## src/rtl/fp32_tb_pkg.sv

```systemverilog
// Shared types and constants for the fp32 adder stimulus source.
// The corner-case table exists only when STIM_CORNER_EN is defined.
package fp32_tb_pkg;

    typedef enum logic [1:0] {
        ST_IDLE   = 2'd0,
        ST_CORNER = 2'd1,
        ST_RANDOM = 2'd2,
        ST_DONE   = 2'd3
    } stim_state_t;

    // Pipeline depth of the adder; the result checker delays stimulus by this much.
    localparam int          ADDER_LATENCY = 5;
    localparam logic [31:0] LFSR_MASK     = 32'h8020_0003;
    localparam logic [31:0] SEED_XOR      = 32'hA5A5_A5A5;

`ifdef STIM_CORNER_EN
    // Directed operand pairs, {x1, x2}, issued in index order.
    localparam logic [63:0] CORNER_TBL [0:15] = '{
        {32'h0000_0000, 32'h0000_0000},
        {32'h3F80_0000, 32'h3F80_0000},
        {32'h3F80_0000, 32'hBF80_0000},
        {32'h7F7F_FFFF, 32'h7F7F_FFFF},
        {32'h0000_0001, 32'h0000_0001},
        {32'h0080_0000, 32'h8000_0001},
        {32'h4B80_0000, 32'h3F80_0000},
        {32'h3F80_0000, 32'h3380_0000},
        {32'h8000_0000, 32'h0000_0000},
        {32'h3FFF_FFFF, 32'h3400_0000},
        {32'hC120_0000, 32'h4120_0000},
        {32'h007F_FFFF, 32'h0000_0001},
        {32'h4F00_0000, 32'hCEFF_FFFF},
        {32'h3F80_0001, 32'hBF80_0000},
        {32'h7F00_0000, 32'h7F00_0000},
        {32'h3EAA_AAAB, 32'h3F2A_AAAB}
    };
`endif

    // Pull an all-ones exponent down by one so no NaN/Inf is ever issued.
    function automatic logic [31:0] fp32_sanitize(input logic [31:0] v);
        logic [31:0] r;
        r = v;
        if (v[30:23] == 8'hFF) begin
            r[30:23] = 8'hFE;
        end
        return r;
    endfunction

endpackage

```

## src/rtl/fp32_stim_gen_if.sv

```systemverilog
// Operand bus from the stimulus source to the adder and the result checker.
// Handshake: there is no ready; x1/x2 are consumed on every cycle where val=1,
// and hold (a plain input of the source) is the only backpressure. over is a
// single-cycle end-of-run pulse that never coincides with val.
interface fp32_stim_gen_if;
    logic [31:0] x1;
    logic [31:0] x2;
    logic        val;
    logic        over;

    modport master (output x1, output x2, output val, output over);
    modport slave  (input  x1, input  x2, input  val, input  over);
endinterface

```

## src/rtl/fp32_lfsr32.sv

```systemverilog
// 32-bit right-shifting Galois LFSR; steps once per cycle with adv high.
// A zero seed would lock up, so it is replaced by 1.
module fp32_lfsr32
    import fp32_tb_pkg::*;
#(
    parameter logic [31:0] SEED = 32'h1
) (
    input  logic        clk,
    input  logic        rst,
    input  logic        adv,
    output logic [31:0] q
);

    localparam logic [31:0] START = (SEED == 32'h0) ? 32'h1 : SEED;

    // Shift state right, folding the feedback mask in when the lsb falls out as 1.
    always_ff @(posedge clk or negedge rst) begin
        if (!rst) begin
            q <= START;
        end else if (adv) begin
            q <= q[0] ? ((q >> 1) ^ LFSR_MASK) : (q >> 1);
        end
    end

endmodule

```

## src/rtl/fp32_stim_gen.sv

```systemverilog
// Stimulus source for the fp32 adder bench: optional directed corner phase,
// then NUM_RANDOM pseudo-random finite operand pairs, then one over pulse.
// Build option: define STIM_CORNER_EN to compile in the corner table/state.
module fp32_stim_gen
    import fp32_tb_pkg::*;
#(
    parameter logic [31:0] NUM_RANDOM = 32'd100000,
    parameter logic [31:0] SEED       = 32'h1ACE_B00C
) (
    input  logic                   clk,
    input  logic                   rst,
    input  logic                   en,
    input  logic                   hold,
    fp32_stim_gen_if.master        stim,
    output stim_state_t            state_dbg
);

    localparam logic [1:0] IDLE   = 2'd0;
`ifdef STIM_CORNER_EN
    localparam logic [1:0] CORNER = 2'd1;
`endif
    localparam logic [1:0] RANDOM = 2'd2;
    localparam logic [1:0] DONE   = 2'd3;

    logic [1:0]  state;
    logic [31:0] cnt;
    logic        over_sent;
    logic [31:0] x1_r;
    logic [31:0] x2_r;
    logic        val_r;
    logic        over_r;
    logic [31:0] lfsr_a_q;
    logic [31:0] lfsr_b_q;
    logic        lfsr_adv;
`ifdef STIM_CORNER_EN
    logic [3:0]  idx;
`endif

    // LFSRs step only when a random vector is actually issued.
    assign lfsr_adv = (state == RANDOM) && !hold;

    fp32_lfsr32 #(.SEED(SEED)) u_lfsr_a (
        .clk (clk),
        .rst (rst),
        .adv (lfsr_adv),
        .q   (lfsr_a_q)
    );

    fp32_lfsr32 #(.SEED(SEED ^ SEED_XOR)) u_lfsr_b (
        .clk (clk),
        .rst (rst),
        .adv (lfsr_adv),
        .q   (lfsr_b_q)
    );

    // Sequencer: issue one vector per non-held cycle, pulse over once at the end.
    always_ff @(posedge clk or negedge rst) begin
        if (!rst) begin
            state     <= IDLE;
            cnt       <= 32'd0;
            over_sent <= 1'b0;
            x1_r      <= 32'd0;
            x2_r      <= 32'd0;
            val_r     <= 1'b0;
            over_r    <= 1'b0;
`ifdef STIM_CORNER_EN
            idx       <= 4'd0;
`endif
        end else begin
            case (state)
                IDLE: begin
                    val_r  <= 1'b0;
                    over_r <= 1'b0;
                    if (en) begin
`ifdef STIM_CORNER_EN
                        state <= CORNER;
`else
                        state <= RANDOM;
`endif
                    end
                end
`ifdef STIM_CORNER_EN
                CORNER: begin
                    if (hold) begin
                        val_r <= 1'b0;
                    end else begin
                        {x1_r, x2_r} <= CORNER_TBL[idx];
                        val_r        <= 1'b1;
                        idx          <= idx + 4'd1;
                        if (idx == 4'd15) begin
                            state <= RANDOM;
                        end
                    end
                end
`endif
                RANDOM: begin
                    if (hold) begin
                        val_r <= 1'b0;
                    end else begin
                        x1_r  <= fp32_sanitize(lfsr_a_q);
                        x2_r  <= fp32_sanitize(lfsr_b_q);
                        val_r <= 1'b1;
                        cnt   <= cnt + 32'd1;
                        if (cnt == NUM_RANDOM - 32'd1) begin
                            state <= DONE;
                        end
                    end
                end
                DONE: begin
                    // Terminal: en and hold are ignored until reset.
                    val_r     <= 1'b0;
                    over_r    <= !over_sent;
                    over_sent <= 1'b1;
                end
                default: begin
                    state <= IDLE;
                    val_r <= 1'b0;
                end
            endcase
        end
    end

    assign stim.x1   = x1_r;
    assign stim.x2   = x2_r;
    assign stim.val  = val_r;
    assign stim.over = over_r;
    assign state_dbg = stim_state_t'(state);

endmodule

```

## src/flat_wrapper.sv

```systemverilog
// flat-port wrapper written by rule: the top's interface ports become plain ports
module fp32_stim_gen_flat import fp32_tb_pkg::*;
#(
    parameter logic [31:0] NUM_RANDOM = 32'd100000,
    parameter logic [31:0] SEED       = 32'h1ACE_B00C
)
  (clk, rst, en, hold, state_dbg, stim_x1, stim_x2, stim_val, stim_over);
  fp32_stim_gen_if stim_i ();
  input  logic clk;
  input  logic rst;
  input  logic en;
  input  logic hold;
  output stim_state_t state_dbg;
  output wire logic [$bits(stim_i.x1)-1:0] stim_x1;
  output wire logic [$bits(stim_i.x2)-1:0] stim_x2;
  output wire logic [$bits(stim_i.val)-1:0] stim_val;
  output wire logic [$bits(stim_i.over)-1:0] stim_over;
  assign stim_x1 = stim_i.x1;
  assign stim_x2 = stim_i.x2;
  assign stim_val = stim_i.val;
  assign stim_over = stim_i.over;
  fp32_stim_gen #(.NUM_RANDOM(NUM_RANDOM), .SEED(SEED)) u_core (.clk(clk), .rst(rst), .en(en), .hold(hold), .stim(stim_i), .state_dbg(state_dbg));
endmodule
```

## config.mk

```make
export PLATFORM = sky130hd
export DESIGN_NAME = fp32_stim_gen_flat
export DESIGN_NICKNAME = d
export VERILOG_FILES = /design/src/rtl/fp32_tb_pkg.sv /design/src/rtl/fp32_stim_gen_if.sv /design/src/rtl/fp32_lfsr32.sv /design/src/rtl/fp32_stim_gen.sv /design/src/flat_wrapper.sv
export SDC_FILE = /design/constraint.sdc
export NUM_CORES = 1
export LEC_CHECK = 0
export CORE_UTILIZATION = 57
export CTS_CLUSTER_DIAMETER = 200
export CTS_CLUSTER_SIZE = 40
export DETAILED_ROUTE_END_ITERATION = 10
export GPL_TIMING_DRIVEN = 1
export PLACE_DENSITY = 0.82
export SETUP_SLACK_MARGIN = 0.15
export SKIP_CTS_REPAIR_TIMING = 1
export SKIP_LAST_GASP = 1
export SYNTH_ARGS = -nofsm -noshare
export SYNTH_HDL_FRONTEND = slang
export SYNTH_HIERARCHICAL = 1
export SYNTH_SLANG_ARGS = --single-unit
```

## constraint.sdc

```tcl
create_clock -name clk -period 2.75 [get_ports clk]
set_input_delay 0.55 -clock clk [delete_from_list [all_inputs] [get_ports clk]]
set_output_delay 0.55 -clock clk [all_outputs]
set_load 0.005 [all_outputs]
```

==> flow_summary.json, run 1 <==
{
  "fin_nets": 664,
  "worst-slew-pin-transition_ns": 0.679,
  "drt_iter0_drc": 359,
  "slew_violations": 0,
  "maxCapViolCount": 0,
  "hpwl_mm": 8.25,
  "grtUsageMet3_pct": 6.21,
  "slew_headroom_pct": 54.7,
  "crit_type": "flop to flop",
  "worst-r2r-cell-count": 6,
  "die_area_sq_mm": 0.0126,
  "antenna_found_initial": 0,
  "status": "finished, violations left",
  "ys_warn_count": 6,
  "die_h_microns": 112,
  "coreArea_sq_mm": 0.0116,
  "area_growth_pct": 20.4,
  "violations": "DRC",
  "cts_inserted_buffers": 17,
  "finalHoldViolations": 0,
  "path_clk_slew_ns": 0.06,
  "avgSynthCellArea_sq_um": 11.9,
  "vdd_drop_max_mv": 0.650,
  "clock_sinks": 165,
  "worst-path-max-fanout": 8,
  "setup_tns_ns": 0,
  "met1_usage_pct": 29.9,
  "fill_cells": 783,
  "setup_ws_ns": 0.667,
  "viasPerCell": 5.41,
  "power_leakage_uw": 0.00398,
  "rsz0062_at_grt": "no",
  "busiest_layer": "met2",
  "pre_cts_slack_ns": 0.448,
  "cts_tree": "done",
  "worstPathArrival_ns": 2.39,
  "firstDrtPassIters": 8,
  "cts.path.max_buffers": 2,
  "h-tree-depth": 4,
  "required_ns": 3.06,
  "syn_nets": 589,
  "overflow": 0,
  "p_per_area_mw_per_mm2": 1010,
  "critPathCaptureType": "flop",
  "place_congestion": 0.806,
  "min_path_type": "input port to async pin",
  "grt_max_degree": 74,
  "io_buffers": 71,
  "skew_ns": 0.00974,
  "fmax_mhz": 480,
  "clkLatencyLatePin_ns": 0.43,
  "synth_seq_cells": 165,
  "dpl_cell_area_sq_mm": 0.00774,
  "finalCritPeriodShare_pct": 75.7,
  "drtAntennaViolNets": 0,
  "n_antenna_cell": 0,
  "syn-cell-area_sq_mm": 0.00693,
  "io_pins": 72,
  "period_needed_ns": 2.08,
  "cts_root_buffer": "clkbuf_16",
  "yosysUniqueCellTypes": 38,
  "start_kind": "flop",
  "final_area_sq_mm": 0.00834,
  "drive_gt1_share_pct": 21.3,
  "vias": 4391,
  "synth_cells": 580,
  "wl_mm": 13.0,
  "grt_pass1_wl_mm": 21.9,
  "setup_viol": 0,
  "use_met2_pct": 35.7,
  "die_x_microns": 112,
  "rows": 39,
  "ys_seq_area_share_pct": 60.2,
  "grt_usage_pct": 22.7,
  "initial_utilization_pct": 59.7,
  "grt_pass1_vias": 4461,
  "routedWlPerCell_microns": 16.0,
  "drc_errors": 3
}
[final cells by class]
| type | instances | area, sq um | area share, % |
|---|---|---|---|
| Clock inverter | 13 | 146 | 1.75 |
| Tap cell | 143 | 179 | 2.14 |
| Multi-Input combinational cell | 385 | 2550 | 30.5 |
| Sequential cell | 165 | 4170 | 50.0 |
| Timing Repair Buffer | 81 | 825 | 9.88 |
| Inverter | 5 | 23.8 | 0.285 |
| Clock buffer | 19 | 453 | 5.43 |
[through the flow]
stage	hold WS (ns)	util [%]	std cells	power, uW
after floorplan	0.254	-	580	5090
after global placement	0.440	66.7	779	5910
after detailed placement	0.441	66.7	779	6020
after CTS	0.150	71.8	811	8460
after global routing	0.167	71.8	811	8840
final	0.126	71.8	811	8390
[state kept, by name, indices dropped and copies added (netlist names)]
name and count:
u_core/stim.x1 32, u_core/stim.x2 32, u_core/stim.val 1, u_core/state_dbg 2, u_core/over_sent 1, u_core/cnt 32
u_core/stim.over 1, u_core/u_lfsr_b/q 32, u_core/u_lfsr_a/q 32
[worst max-delay path, stage by stage, from the launching register on]
cell and delay (ns):
dfrtp_1 0.42, inv_1 0.15, ha_1 0.33, inv_1 0.18, nor4_4 0.56, nand4_1 0.18, xnor2_1 0.16
[kinds of logic (layout without fill, tap and decap cells)]
group	Yosys count	in the layout	synth area share [%]
AOI/OAI and AO/OA	14	14	1.17
adders and majority gates	5	5	0.903
buffers and inverters	30	118	3.09
xor gates and xnor gates	37	37	4.68
muxes	58	58	12.1
and+or+nand+nor	271	271	17.9
DFF	165	165	60.2
[synth_stat cells]
cell	instances	area, sq um
nor2b_1	1	6.26
a21oi_1	6	30.0
nor4_4	2	42.5
or2_2	1	6.26
and3_1	6	37.5
buf_12	4	80.1
o211ai_1	1	7.51
mux2_4	50	751
nand2b_1	2	12.5
or4_1	1	7.51
o21ai_0	5	25.0
nand4_4	1	21.3
nor2_1	7	26.3
or4b_2	1	10.0
and4b_1	1	10.0
nand4_1	12	75.1
xnor2_1	34	298
dfrtp_1	133	3330
buf_1	5	18.8
nor4b_1	3	26.3
nor4b_4	1	23.8
nor4_1	1	6.26
xor2_1	3	26.3
inv_1	5	18.8
buf_2	5	25.0
mux2_2	8	90.1
buf_6	4	45.0
ha_1	5	62.6
o221a_2	1	11.3
nand2_1	203	762
clkbuf_1	7	26.3
and4_1	4	35.0
nor3_1	4	20.0
nand4b_1	2	17.5
a21o_1	1	7.51
nand3_1	17	85.1
dfstp_2	32	841
or3_1	1	6.26
[power by group]
group | switching, uW | internal, uW
Sequential | 567 | 3230
Clock | 972 | 1400
Combinational | 929 | 1300
[per-layer routing]
layer | up-vias | share of wire (%)
li1 | 2058 | -
met1 | 2212 | 45
met2 | 101 | 49
met3 | 20 | 4.5
met4 | 0 | 1.9
met5 | - | 0
[path summary, 6_finish.rpt]
check | startpoint | end | slack (ns)
setup / recovery | u_core/state_dbg[0]$_DFFE_PN0P_ | u_core/cnt[16]$_DFFE_PN0P_ | 0.67
hold / removal | rst | u_core/cnt[12]$_DFFE_PN0P_ | 0.13
setup reg to reg | u_core/state_dbg[0]$_DFFE_PN0P_ | u_core/cnt[16]$_DFFE_PN0P_ | 0.67
hold reg to reg | u_core/over_sent$_DFFE_PN0N_ | u_core/over_sent$_DFFE_PN0N_ | 0.46
max in group asynchronous | rst | u_core/u_lfsr_a/q[3]$_DFFE_PN1P_ | 1.86
min in group clk | u_core/over_sent$_DFFE_PN0N_ | u_core/over_sent$_DFFE_PN0N_ | 0.46
[cells in the final DEF, fill, tap and decap left out, types with 3 or more instances in the layout]
| cell | n |
|---|---|
| o21ai_0 | 5 |
| dfrtp_1 | 133 |
| inv_6 | 4 |
| buf_12 | 3 |
| nor2_1 | 7 |
| dfstp_2 | 32 |
| a21oi_1 | 6 |
| nor4b_1 | 3 |
| inv_1 | 4 |
| nand4_1 | 12 |
| nand2_1 | 203 |
| buf_4 | 7 |
| clkdlybuf4s50_1 | 70 |
| ha_1 | 5 |
| xnor2_1 | 34 |
| clkbuf_16 | 17 |
| nand3_1 | 17 |
| clkinvlp_4 | 4 |
| mux2_4 | 50 |
| and4_1 | 4 |
| nor3_1 | 4 |
| mux2_2 | 8 |
| and3_1 | 6 |
| xor2_1 | 3 |
Note: power is estimated with default switching activity, not from simulation.
==> inputs of run 2 (changes only) <==
--- a/config.mk
+++ b/config.mk
@@ -5,12 +5,12 @@
 export SDC_FILE = /design/constraint.sdc
 export NUM_CORES = 1
 export LEC_CHECK = 0
-export CORE_UTILIZATION = 57
+export CORE_UTILIZATION = 51
 export CTS_CLUSTER_DIAMETER = 200
 export CTS_CLUSTER_SIZE = 40
 export DETAILED_ROUTE_END_ITERATION = 10
 export GPL_TIMING_DRIVEN = 1
-export PLACE_DENSITY = 0.82
+export PLACE_DENSITY = 0.78
 export SETUP_SLACK_MARGIN = 0.15
 export SKIP_CTS_REPAIR_TIMING = 1
 export SKIP_LAST_GASP = 1
==> constraint.sdc (replaced) <==
create_clock -name clk -period 1.81 [get_ports clk]
set_input_delay 0.362 -clock clk [delete_from_list [all_inputs] [get_ports clk]]
set_output_delay 0.362 -clock clk [all_outputs]
set_load 0.005 [all_outputs]
==> run 2 against run 1 <==
  * The flow now finishes without violations
  * First-iteration DRC count is 25% lower
  * Sequential power is 51% higher
  * Global-route usage is 2.0 points lower
  * Clock-buffer cell count is 2 higher
  * Non-clock buffer count is 52 higher
  * Sequential share of layout area is 4.1 points lower
  * Worst setup slack worse by 0.57 ns
  * Combinational power is 76% higher
  * Critical endpoint is now u_core/state_dbg[0]$_DFFE_PN0P_
==> flow_summary.json, run 2 (synthesis results as in run 1) <==
{
  "antenna_found_initial": 0,
  "vias": 4625,
  "clock_sinks": 165,
  "p_switching_uw": 3860,
  "crit_type": "flop to flop",
  "io_buffers": 71,
  "required_ns": 2.14,
  "maxCapViolCount": 0,
  "pre_cts_slack_ns": -0.243,
  "critPathCaptureType": "flop",
  "rows": 42,
  "status": "finished clean",
  "hold_slack_ns": 0.454,
  "area_growth_pct": 31.4,
  "setup_viol": 0,
  "period_needed_ns": 1.71,
  "grt_pass1_vias": 4672,
  "die_area_sq_mm": 0.0141,
  "cp_cell_sequence": "inv_2 -> buf_4 -> ha_2 -> nor2b_1 -> or4b_4 -> o221a_4 -> o211ai_1",
  "h-tree-depth": 4,
  "hpwl_mm": 8.90,
  "drive_gt1_share_pct": 29.0,
  "finalCritPeriodShare_pct": 94.5,
  "grt_pass1_wl_mm": 22.9,
  "worst-path-max-fanout": 3,
  "grt_max_degree": 57,
  "dp.cells": 836,
  "setup_ws_ns": 0.0991,
  "cts_root_buffer": "clkbuf_16",
  "io_pins": 72,
  "firstDrtPassIters": 4,
  "coreArea_sq_mm": 0.0132,
  "internal_power_uw": 9530,
  "dpl_cell_area_sq_mm": 0.00804,
  "crit_slowest_cell": "or4b_4",
  "skew_ns": 0.0108,
  "die_h_microns": 119,
  "vdd_drop_max_mv": 0.787,
  "crit_buf_inv": 2,
  "start_kind": "flop",
  "stdcell_count": 896,
  "wl_mm": 14.3,
  "die_x_microns": 119,
  "worst-slew-pin-transition_ns": 0.530,
  "finalHoldViolations": 0,
  "overflow": 0,
  "switching_share_pct": 28.8,
  "combPwrFrac_pct": 29.4,
  "drt_iter0_drc": 270,
  "path_clk_slew_ns": 0.06,
  "layout_common_cells": "203 x nand2_1, 128 x dfrtp_1, 63 x dlymetal6s2s_1, 50 x buf_4, 50 x mux2_4",
  "slew_headroom_pct": 64.7,
  "cts_tree": "done",
  "cts_inserted_buffers": 17,
  "initial_utilization_pct": 52.3,
  "fmax_mhz": 585,
  "final_area_sq_mm": 0.00910,
  "routedWlPerCell_microns": 16.0,
  "clockPowerShare_pct": 27.7,
  "grt_usage_pct": 20.7,
  "n_antenna_cell": 0,
  "min_path_type": "input port to async pin",
  "critical-path-top-delay-family": "simple AND/OR/NAND/NOR gates",
  "drtAntennaViolNets": 0,
  "p_seq_share_pct": 42.9,
  "clkLatencyLatePin_ns": 0.42,
  "mostFrequentLayoutCell": "nand2_1",
  "viasPerCell": 5.16,
  "cts.path.max_buffers": 2,
  "p_per_area_mw_per_mm2": 1470,
  "slew_violations": 0,
  "drc_errors": 0,
  "max_stage_delay_ns": 0.48,
  "place_congestion": 0.784,
  "power_leakage_uw": 0.00527,
  "rsz0062_at_grt": "yes",
  "worstPathArrival_ns": 2.05,
  "postLayoutCoreUtil_pct": 68.8,
  "fin_nets": 716
}
-- run 2: worst paths after layout --
path	slack, ns	cells past startpoint	end	start
worst max-delay path	0.1	7	u_core/state_dbg[0]$_DFFE_PN0P_	u_core/state_dbg[0]$_DFFE_PN0P_
worst min-delay path	0.45	2	u_core/cnt[15]$_DFFE_PN0P_	rst
worst max register to register	0.1	7	u_core/state_dbg[0]$_DFFE_PN0P_	u_core/state_dbg[0]$_DFFE_PN0P_
worst min register to register	0.46	1	u_core/over_sent$_DFFE_PN0N_	u_core/over_sent$_DFFE_PN0N_
max in group asynchronous	0.67	3	u_core/u_lfsr_b/q[10]$_DFFE_PN1P_	rst
min in group clk	0.46	1	u_core/over_sent$_DFFE_PN0N_	u_core/over_sent$_DFFE_PN0N_
-- run 2: per-layer routing --
layer | vias to the layer above | routed length (microns) | track usage (%)
met5 | - | 0 | 0
met4 | 0 | 195 | 6.80
met3 | 16 | 560 | 6.23
met2 | 99 | 7430 | 33.5
met1 | 2347 | 6140 | 26.6
li1 | 2163 | - | -
-- run 2: stage by stage --
stage | TNS (ns) | power, uW
6_report | 0 | 13400
5_1_grt | 0 | 14100
4_1_cts | 0 | 13200
3_5_place_dp | -2.11 | 9420
3_3_place_gp | -0.902 | 9230
2_1_floorplan | 0 | 7800
-- run 2: power by group through the flow --
stage / Clock, uW / Sequential (uW) / Combinational [uW]
floorplan: 0 / 5610 / 2190
CTS: 3790 / 5790 / 3650
global placement: 0 / 5760 / 3470
detailed placement: 0 / 5820 / 3610
global route: 3950 / 5890 / 4240
finish: 3710 / 5750 / 3930
-- run 2: cell type report --
type	instances	area (sq um)
sequential	165	4180
fill	904	4140
multi-input combinational	385	2620
timing repair buffer	133	1450
clock buffer	21	470
tap	176	220
clock inverter	11	149
inverter	5	26.3
==> inputs of run 3 (changes only) <==
==> constraint.sdc (replaced) <==
create_clock -name clk -period 1.55 [get_ports clk]
set_input_delay 0.31 -clock clk [delete_from_list [all_inputs] [get_ports clk]]
set_output_delay 0.31 -clock clk [all_outputs]
set_load 0.005 [all_outputs]
==> run 3 against run 2 <==
  * The run now ends with setup timing left
  * Register-to-register slack worse by 0.23 ns
  * Fmax up 1.8%
  * Worst hold slack worse by 0.13 ns
  * Critical path depth down 2
  * Die area unchanged
  * Combinational power up 29%
  * Worst setup slack worse by 0.23 ns
  * Global-route usage up 0.85 points
  * Clock power up 22%
  * Cell count up 2.2%
==> flow_summary.json, run 3 (synthesis results as in run 1) <==
{
  "path_clk_slew_ns": 0.06,
  "p_seq_share_pct": 41.4,
  "crit_buf_inv": 1,
  "drt_iter0_drc": 239,
  "viasPerCell": 5.27,
  "max_stage_delay_ns": 0.45,
  "area_growth_pct": 37.4,
  "skew_ns": 0.0115,
  "finalCritPeriodShare_pct": 108,
  "drtAntennaViolNets": 0,
  "cts.path.max_buffers": 2,
  "maxCapViolCount": 0,
  "drive_gt1_share_pct": 32.7,
  "io_pins": 72,
  "cts_inserted_buffers": 17,
  "finalHoldViolations": 0,
  "setup_ws_ns": -0.131,
  "clock_sinks": 165,
  "status": "finished, violations left",
  "grt_pass1_vias": 4780,
  "power_leakage_uw": 0.00558,
  "initial_utilization_pct": 52.3,
  "pre_cts_slack_ns": -0.438,
  "multi_input_area_sq_mm": 0.00273,
  "fill_cells": 811,
  "violations": "setup timing",
  "hold_slack_ns": 0.323,
  "min_path_type": "input port to async pin",
  "critical-path-top-delay-family": "simple AND/OR/NAND/NOR gates",
  "slew_headroom_pct": 75.8,
  "drc_errors": 0,
  "die_area_sq_mm": 0.0141,
  "vdd_drop_max_mv": 1.15,
  "worst-path-max-fanout": 8,
  "fmax_mhz": 595,
  "crit_type": "flop to flop",
  "grt_pass1_wl_mm": 23.7,
  "h-tree-depth": 4,
  "grt_usage_pct": 21.5,
  "overflow": 0,
  "crit_end": "u_core/cnt[28]$_DFFE_PN0P_",
  "seq_area_sq_mm": 0.00417,
  "cp_cell_sequence": "buf_4 -> and4_1 -> and4b_1 -> nand4_1 -> xnor2_1",
  "die_h_microns": 119,
  "dpl_cell_area_sq_mm": 0.00818,
  "final_area_sq_mm": 0.00952,
  "cp-startpoint": "u_core/cnt[19]$_DFFE_PN0P_",
  "layout_common_cells": "198 x nand2_1, 131 x dfrtp_1, 67 x dlymetal6s2s_1, 57 x buf_4, 50 x mux2_4",
  "cts_tree": "done",
  "p_per_area_mw_per_mm2": 1720,
  "hpwl_mm": 9.35,
  "firstDrtPassIters": 4,
  "antenna_found_initial": 0,
  "die_x_microns": 119,
  "rsz0062_at_grt": "yes",
  "crit_slowest_cell": "and4b_1",
  "fin_nets": 736,
  "rows": 42,
  "combPwrFrac_pct": 30.9,
  "wl_mm": 16.4,
  "grt_max_degree": 39,
  "required_ns": 1.85,
  "internal_power_uw": 11500,
  "worstPathArrival_ns": 1.99,
  "period_needed_ns": 1.68,
  "n_antenna_cell": 0,
  "setup_tns_ns": -6.16,
  "switching_share_pct": 30.0,
  "cts_root_buffer": "clkbuf_16",
  "finalPower_uw": 16400,
  "start_kind": "flop",
  "worst-slew-pin-transition_ns": 0.360,
  "mostFrequentLayoutCell": "nand2_1",
  "cp.depth": 5,
  "routedWlPerCell_microns": 17.9,
  "r2r_slack_ns": -0.13,
  "clockPowerShare_pct": 27.7,
  "setup_viol": 120,
  "io_buffers": 71,
  "coreArea_sq_mm": 0.0132,
  "p_switching_uw": 4920,
  "vias": 4830,
  "worst-r2r-cell-count": 5,
  "critPathCaptureType": "flop",
  "r2r-end": "u_core/cnt[28]$_DFFE_PN0P_",
  "clkLatencyLatePin_ns": 0.43,
  "place_congestion": 0.840,
  "slew_violations": 0,
  "reg2reg_from": "u_core/cnt[19]$_DFFE_PN0P_"
}
[run 3: cell count changes in the layout (fill, tap and decap cells not counted), moves of 3 or more]
cell             delta
buf_4               +7
dlymetal6s2s_1      +4
dfrtp_1             +3
buf_6               +5
dfrtp_2             -3
clkdlybuf4s50_1     -5
clkbuf_16           +4
xnor2_2             +3
nand3_1             -7
xnor2_1             -3
nand3_2             +5
nand2_1             -5
nand2_2             +3
[run 3: final cells by class]
type	count	share of cell area (%)
Multi-Input combinational cell	385	28.7
Clock buffer	19	4.65
Timing Repair Buffer	152	18.1
Clock inverter	13	2.08
Sequential cell	165	43.8
Timing Repair inverter	1	0.0657
Inverter	5	0.329
Tap cell	176	2.31
[run 3: how the worst min path moves through the flow]
stage / to / slack [ns]
floorplan: u_core/cnt[0]$_DFFE_PN0P_ / 0.01
global placement: u_core/stim.x1[16]$_DFFE_PN0P_ / 0.20
detailed placement: u_core/stim.x1[16]$_DFFE_PN0P_ / 0.20
CTS: u_core/stim.x1[15]$_DFFE_PN0P_ / -0.26
global route: u_core/stim.x1[18]$_DFFE_PN0P_ / 0.34
finish: u_core/stim.x1[18]$_DFFE_PN0P_ / 0.32
[run 3: metal layers]
layer  track usage [%]  up-vias  routed length (microns)
met3              5.31       37                      617
li1                  -     2204                        -
met1              26.5     2482                     6650
met2              36.2      107                     8740
met5                 0        -                        0
met4              9.02        0                      429
[run 3: metrics by stage]
stage,utilization [%],cells
after floorplan,-,580
after global placement,61.8,853
after detailed placement,61.8,853
after CTS,66.6,885
after global routing,71.9,916
final,71.9,916
[run 3: power groups by stage]
stage / registers (uW) / clock network [uW] / logic [uW]
5_1_grt: 6910 / 4790 / 5410
3_3_place_gp: 6690 / 0 / 4230
4_1_cts: 6750 / 4610 / 4520
3_5_place_dp: 6780 / 0 / 4450
2_1_floorplan: 6550 / 0 / 2590
6_report: 6780 / 4540 / 5070
[run 3: worst register-to-register path: stages (launching register included)]
cell and delay [ns]:
dfrtp_1 0.36, buf_4 0.13, and4_1 0.26, and4b_1 0.45, nand4_1 0.19, xnor2_1 0.17
